--- config.mk ---
export PLATFORM = sky130hd
export DESIGN_NAME = reg_status_table
export DESIGN_NICKNAME = d
export VERILOG_FILES = /design/src/rtl/reg_status_table.sv
export SDC_FILE = /design/constraint.sdc
export NUM_CORES = 1
export LEC_CHECK = 0
export CAP_MARGIN = 10
export CELL_PAD_IN_SITES_DETAIL_PLACEMENT = 1
export CELL_PAD_IN_SITES_GLOBAL_PLACEMENT = 1
export CORE_MARGIN = 2
export CORE_UTILIZATION = 54
export DETAILED_ROUTE_END_ITERATION = 7
export PLACE_DENSITY_LB_ADDON = 0.1
export SYNTH_ARGS = -nofsm -noshare
export SYNTH_HDL_FRONTEND = slang
export SYNTH_SLANG_ARGS = --single-unit
--- constraint.sdc ---
create_clock -name clk -period 16.8 [get_ports clk]
set_input_delay 2.52 -clock clk [delete_from_list [all_inputs] [get_ports clk]]
set_output_delay 2.52 -clock clk [all_outputs]
set_load 0.01 [all_outputs]
--- src/rtl/reg_status_table.sv ---
// Register status table: per-register pending bit + producer tag, CDB snoop
// that yields the one-hot register-file write enable, and source lookups for dispatch.

module reg_status_entry #(
  parameter int W_TAG = 6
) (
  input  logic             clk,
  input  logic             reset,
  input  logic             flush,
  input  logic             ren,
  input  logic [W_TAG-1:0] rtag,
  input  logic             cdb_valid,
  input  logic [W_TAG-1:0] cdb_tag,
  output logic             pend,
  output logic [W_TAG-1:0] tag,
  output logic             hit,
  output logic             pend_nxt
);
  assign hit = cdb_valid & pend & (tag == cdb_tag);

  // A rename beats a same-cycle completion: the entry now waits on the new tag.
  always_comb begin
    pend_nxt = pend;
    if (flush)    pend_nxt = 1'b0;
    else if (ren) pend_nxt = 1'b1;
    else if (hit) pend_nxt = 1'b0;
  end

  always_ff @(posedge clk or negedge reset) begin
    if (!reset) begin
      pend <= 1'b0;
      tag  <= '0;
    end else begin
      pend <= pend_nxt;
      if (ren && !flush) tag <= rtag;
    end
  end
endmodule

module reg_status_table #(
  parameter int W_ADDR = 5,
  parameter int W_TAG  = 6
) (
  input  logic                      clk,
  input  logic                      reset,
  input  logic                      flush,
  input  logic                      dispatch_wen,
  input  logic [W_ADDR-1:0]         dispatch_rdaddr,
  input  logic [W_TAG-1:0]          dispatch_rdtag,
  input  logic [W_ADDR-1:0]         dispatch_rsaddr,
  input  logic [W_ADDR-1:0]         dispatch_rtaddr,
  output logic                      dispatch_rspend,
  output logic [W_TAG-1:0]          dispatch_rstag,
  output logic                      dispatch_rsfwd,
  output logic                      dispatch_rtpend,
  output logic [W_TAG-1:0]          dispatch_rttag,
  output logic                      dispatch_rtfwd,
  input  logic                      cdb_valid,
  input  logic [W_TAG-1:0]          cdb_tag,
  output logic [(2**W_ADDR)-1:0]    rst_wen_onehot,
  output logic [W_ADDR:0]           busy_count
);
  localparam int N_ENTRY = 2**W_ADDR;

  logic [N_ENTRY-1:0]            pend;
  logic [N_ENTRY-1:0]            pend_nxt;
  logic [N_ENTRY-1:0]            hit;
  logic [N_ENTRY-1:0][W_TAG-1:0] tag;
  logic [W_ADDR:0]               busy_nxt;

  // r0 is architecturally constant, so it never becomes pending.
  assign pend[0]     = 1'b0;
  assign pend_nxt[0] = 1'b0;
  assign hit[0]      = 1'b0;
  assign tag[0]      = '0;

  for (genvar i = 1; i < N_ENTRY; i++) begin : g_ent
    reg_status_entry #(.W_TAG(W_TAG)) u_ent (
      .clk       (clk),
      .reset     (reset),
      .flush     (flush),
      .ren       (dispatch_wen && (dispatch_rdaddr == W_ADDR'(i))),
      .rtag      (dispatch_rdtag),
      .cdb_valid (cdb_valid),
      .cdb_tag   (cdb_tag),
      .pend      (pend[i]),
      .tag       (tag[i]),
      .hit       (hit[i]),
      .pend_nxt  (pend_nxt[i])
    );
  end

  assign rst_wen_onehot = hit;

  // Lookups see pre-update state; a result on the CDB now is forwarded instead.
  assign dispatch_rsfwd  = hit[dispatch_rsaddr];
  assign dispatch_rspend = pend[dispatch_rsaddr] & ~hit[dispatch_rsaddr];
  assign dispatch_rstag  = dispatch_rspend ? tag[dispatch_rsaddr] : '0;
  assign dispatch_rtfwd  = hit[dispatch_rtaddr];
  assign dispatch_rtpend = pend[dispatch_rtaddr] & ~hit[dispatch_rtaddr];
  assign dispatch_rttag  = dispatch_rtpend ? tag[dispatch_rtaddr] : '0;

  always_comb begin
    busy_nxt = '0;
    for (int i = 0; i < N_ENTRY; i++) busy_nxt = busy_nxt + (W_ADDR+1)'(pend_nxt[i]);
  end

  always_ff @(posedge clk or negedge reset) begin
    if (!reset) busy_count <= '0;
    else        busy_count <= busy_nxt;
  end

  a_onehot : assert property (@(posedge clk) disable iff (!reset) $onehot0(hit))
    else $error("reg_status_table: multiple CDB matches 0x%08h", hit);
endmodule

# After elaboration in Yosys (flattened, before gate mapping)
# Cells that the tools add are included.
# word_totals
register_bits,223
in_bits,32
out_inout_bits,54
wordCells,393
# classes
n_addsub,30
magnitude_cmp,2
n_eq_ne,62
n_mux,107
bitwise_logic,66
reduce_logical,63
# ops
op,count
$eq 6x6->1,31
$add 6x1->6,25
$mux 1,97
$eq 5x5->1 const B,16
$and 1x1->1,64
$logic_and 1x1->1,62
$bmux 6 s5,2
$eq 5x4->1 const B,8
$mux 6,4
$bmux 1 s5,4
$eq 5x3->1 const B,4
$lt 5x6->1 const B,2
$eq 5x2->1 const B,2
$add 5x1->6,1
$add 4x1->5,1
$eq 5x1->1 const B,1
$add 3x1->4,1
$add 2x1->3,1
$add 1x1->2,1
$not 1->1,2
$logic_not 1->1,1

# Logic depth before layout (Yosys ltp)
# depth
depth_word,35
depth_mapped,25
depth_no_buf,22

# Modules after synthesis
# Synthesis repeated with hierarchy kept, for this count alone.
# unflattened
hier_cells,1406
hier_area_um2,16413.2
# by_module_without_submodules
mod,instances,cells_each,area_each_um2,seq_area_each_um2
reg_status_entry,31,28,352.8,175.2
reg_status_table,1,538,5475.3,150.1

# Least setup slack after synthesis
# No wires, ideal clock.
# synth_path
path_type,input to register
startpoint,input cdb_tag[1]
endpoint,register busy_count[4]
setup_ns,0.080
arrival_ns,8.021
required_time_ns,16.720
path_slack_ns,8.699
path_stages,21
path_buffers,2
path_cell_list,buf_2 > buf_6 > xor2_1 > or4_1 > nor4_2 > nor3b_1 > nor2_1 > fa_1 > fa_1 > inv_1 > fa_1 > inv_1 > fa_1 > fa_1 > fa_1 > fa_1 > inv_1 > fa_1 > a21o_1 > a21oi_1 > xnor2_1
# synth_via
elab_cells_between_ends,185
cone_classes,30 x add/sub; 31 x eq/ne; 93 x mux; 31 x bitwise
# synth_lines
element,line,source
from (decl),59,"input logic [W_TAG-1:0] cdb_tag,"
$eq 6x6->1,19,assign hit = cdb_valid & pend & (tag == cdb_tag);
$and 1x1->1,19,
via g_ent[26].u_ent.hit,16,"output logic hit,"
$mux 1,26,else if (hit) pend_nxt = 1'b0;
$mux 1,25,else if (ren) pend_nxt = 1'b1;
$mux 1,24,if (flush) pend_nxt = 1'b0;
$add 6x1->6 (6 in series),105,for (int i = 0; i < N_ENTRY; i++) busy_nxt = busy_nxt + (W_ADDR+1)'(pend_nxt[i]);
via busy_nxt[4],69,logic [W_ADDR:0] busy_nxt;
to (signal assigned),110,else busy_count <= busy_nxt;
to (decl),61,output logic [W_ADDR:0] busy_count
# The timed path passes the listed nets, and every way through them passes these cells.
# A chain may end at the register's enable or synchronous reset.

# Final worst setup path
# layout_path
startpoint,input flush
endpoint,register busy_count[4]
# layout_via
elab_cells_between_ends,61
cone_classes,30 x add/sub; 31 x mux
# layout_lines
element,line,source
from (decl),46,"input logic flush,"
$mux 1,24,
via g_ent[18].u_ent.pend_nxt,17,output logic pend_nxt
$add 6x1->6 (14 in series),105,
via busy_nxt[4],69,
# The timed path passes the listed nets, and every way through them passes these cells.

==> flow_summary.ini <==
[global_routing]
gr-total-overflow = 0
use_met1_pct = 54.6
grt_max_degree = 84
use_met2_pct = 57.9
grt_busiest_layer = met2
antenna_found_initial = 3
grt_first_pass_wirelength_um = 88100
track_usage_pct = 38.5
grt_use_met3_pct = 10.2
grt_pass1_vias = 13100

[worst_setup_path]
crit_type = input pin to flop
cpMostUsedCell = fa_1
crit_required_ps = 17280
crit_fanout = 24
critical-path-top-delay-family = adder cells
critPathSlowestCell = inv_1
timing.rr.start = g_ent[28].u_ent.tag[2]
path_buf_inv = 6
startpoint_type = input pin
crit_path_end_kind = flop
worstPathArrival_ps = 9570
slowest_delay_ps = 740
cp-startpoint = flush
worstPathCellList = clkdlybuf4s50_1 > inv_1 > nand3_1 > nor3_1 > nand2_1 > o21ai_0 > inv_1 > fa_1 > fa_1 > inv_1 > fa_1 > inv_1 > fa_1 > fa_1 > fa_1 > fa_1 > inv_1 > fa_1 > a21o_1 > a21oi_1 > xnor2_1

[routing]
drt-total-wl_um = 59100
ant_nets = 0
dr.first_iter.drc_count = 1435
drc = 0
vias = 12400
wl_per_cell_um = 33.2
vias_per_cell = 6.98
dr.pass1.iters = 7

[timing]
tightestPinTransition_ps = 1300
grt_setup_unrepaired = false
hold_viol = 0
worst_slack_ps = 7710
fmax_ghz = 0.110
fin_crit_ps = 9090
slew_viol_final = 0
tns_ps = 0
fin_worst_skew_ps = 16.3
finalCritPeriodShare_pct = 54.1
slew_headroom_pct = 12.4
setup_viol = 0

[worst_hold_path]
min_from = g_ent[12].u_ent.tag[4]
hold_path_class = flop to flop

[cells_and_area]
multi_input_area_um2 = 9550
n_fill_cell = 3046
ff_latch_area_um2 = 5580
instances_no_fill = 1779
syn2layout_area_growth_pct = 8.83
post-route-util_pct = 59.6
drive_gt1_share_pct = 29.4
nets = 1434

[synthesis]
ys_seq_elements = 223
synth_enable_flop_cells = 0
syn_area_um2 = 16200
yosysSeqAreaShare_pct = 34.4
synth_warnings = 0
ys_types = 74
synth_top_area_share_pct = 34.4
synthFlopType = dfrtp_1
synth_top_area_cell = dfrtp_1
yosys-top-cells-area = dfrtp_1 (34%), mux4_2 (15%), mux2_2 (14%), xor2_1 (7.3%), xnor2_1 (2.9%)
synthArstFlopShare_pct = 100
postSynthAreaPerCell_um2 = 11.9
synth_cells = 1364
synth_nets = 1426

[power]
combPwrFrac_pct = 22.6
p_seq_share_pct = 42.7
swShare_pct = 32.3
pwr_density_cell_nw_per_um2 = 90.7
p_switching_uw = 518
p_int_mw = 1.09
ir_drop_mv = 0.0772
power.leakage_nw = 7.78
clock_power_share_pct = 34.8

[outcome]
status = finished clean

[clock_tree]
clock-sinks = 223
htreeDepth = 1
cts_tree = built
clkLatencyLatePin_ps = 570
clk_pin_slew_ps = 60
cts.root.buffer_cell = clkbuf_16
clockBufferDepth = 3
cts_buffers = 27
post-cts-setup-buffers = 0
cts_hold_buf = 0
cts_resized = 0

[floorplan]
num_rows = 63
dieWidth_um = 177
core_area_um2 = 29600
dieHeight_um = 177
ioPinCount = 86
dieArea_um2 = 31500
start_util_pct = 54.8

[run]
max-cap-violations = 0

[place]
port_buffers = 84
hpwl_um = 41400
dp.cells = 1733
gp_congestion = 0.988
dp_slack_ps = 7250
[placed cells by master, fill, tap and decap left out, drive strengths merged, types with 9 or more instances in the layout]
master,count
nor3,26
nand3,34
buf,42
mux4,115
xnor2,54
nor2b,11
a22o,13
nor2,37
a21oi,13
nand2,85
clkdlybuf4s50,67
clkinv,10
o21a,9
nor4,29
or4,20
o21ai,16
inv,72
mux2,195
dfrtp,223
xor2,135
fa,23
a221oi,9
clkbuf,36
[stage by stage]
step / total power [mW] / cell area [um^2] / hold WS [ps]
6_report: 1.60 / 17700 / 580
5_1_grt: 1.66 / 17700 / 604
4_1_cts: 1.60 / 17700 / 577
3_5_place_dp: 1.04 / 16900 / 562
3_3_place_gp: 1.02 / 16900 / 551
2_1_floorplan: 0.911 / 16200 / 534
[cells by family (layout without fill, tap and decap cells)]
group | Yosys count | count (layout) | synth area share, %
other cells | 1 | 2 | 0.0231
flops | 223 | 223 | 34.4
simple gates | 276 | 276 | 9.30
compound gates | 124 | 124 | 5.85
xor+xnor | 189 | 189 | 10.2
mux | 318 | 318 | 30.1
buf+inv | 203 | 227 | 6.79
fa+ha+maj | 30 | 30 | 3.38
[final cells by class]
cell class / instances / share of cell area [%]
sequential: 223 / 31.6
tap: 390 / 2.76
timing repair buffer: 109 / 5.42
inverter: 73 / 1.55
multi-input combinational: 938 / 54.1
clock inverter: 9 / 0.361
antenna: 1 / 0.0142
clock buffer: 36 / 4.24
[routing by layer]
metal / wire (um) / share of wire (%)
met2: 26200 / 44
met5: 23 / 0.039
met3: 6520 / 11
met1: 24300 / 41
met4: 2090 / 3.5
[cell usage after synthesis (all sizes together) (13+ instances only)]
cell type / n
dfrtp: 223
mux2: 195
xor2: 135
mux4: 115
nand2: 85
buf: 75
inv: 70
clkbuf: 55
xnor2: 54
nor2: 37
nand3: 34
nor4: 29
nor3: 26
fa: 23
or4: 20
o21ai: 16
a21oi: 13
a22o: 13
[flip-flops by register name (all words and copies together) (netlist names)]
| signal | flops |
|---|---|
| g_ent.u_ent.tag | 186 |
| busy_count | 6 |
| g_ent.u_ent.pend | 31 |
[power by group through the flow]
| stage | clock network [mW] | registers (mW) | logic, mW |
|---|---|---|---|
| after floorplan | 0 | 0.659 | 0.252 |
| after global placement | 0 | 0.684 | 0.341 |
| after detailed placement | 0 | 0.690 | 0.351 |
| after CTS | 0.563 | 0.681 | 0.355 |
| after global routing | 0.581 | 0.692 | 0.382 |
| final | 0.557 | 0.684 | 0.362 |
[path summary, 6_finish.rpt]
path	to	slack, ps	cells after the start
hold reg to reg	g_ent[12].u_ent.tag[4]	580	1
min in group asynchronous	g_ent[5].u_ent.tag[5]	1930	1
hold / removal	g_ent[12].u_ent.tag[4]	580	1
setup / recovery	busy_count[4]	7710	21
setup reg to reg	busy_count[4]	10230	19
max in group asynchronous	g_ent[27].u_ent.tag[2]	13410	2
Note: power is estimated with default switching activity, not from simulation.
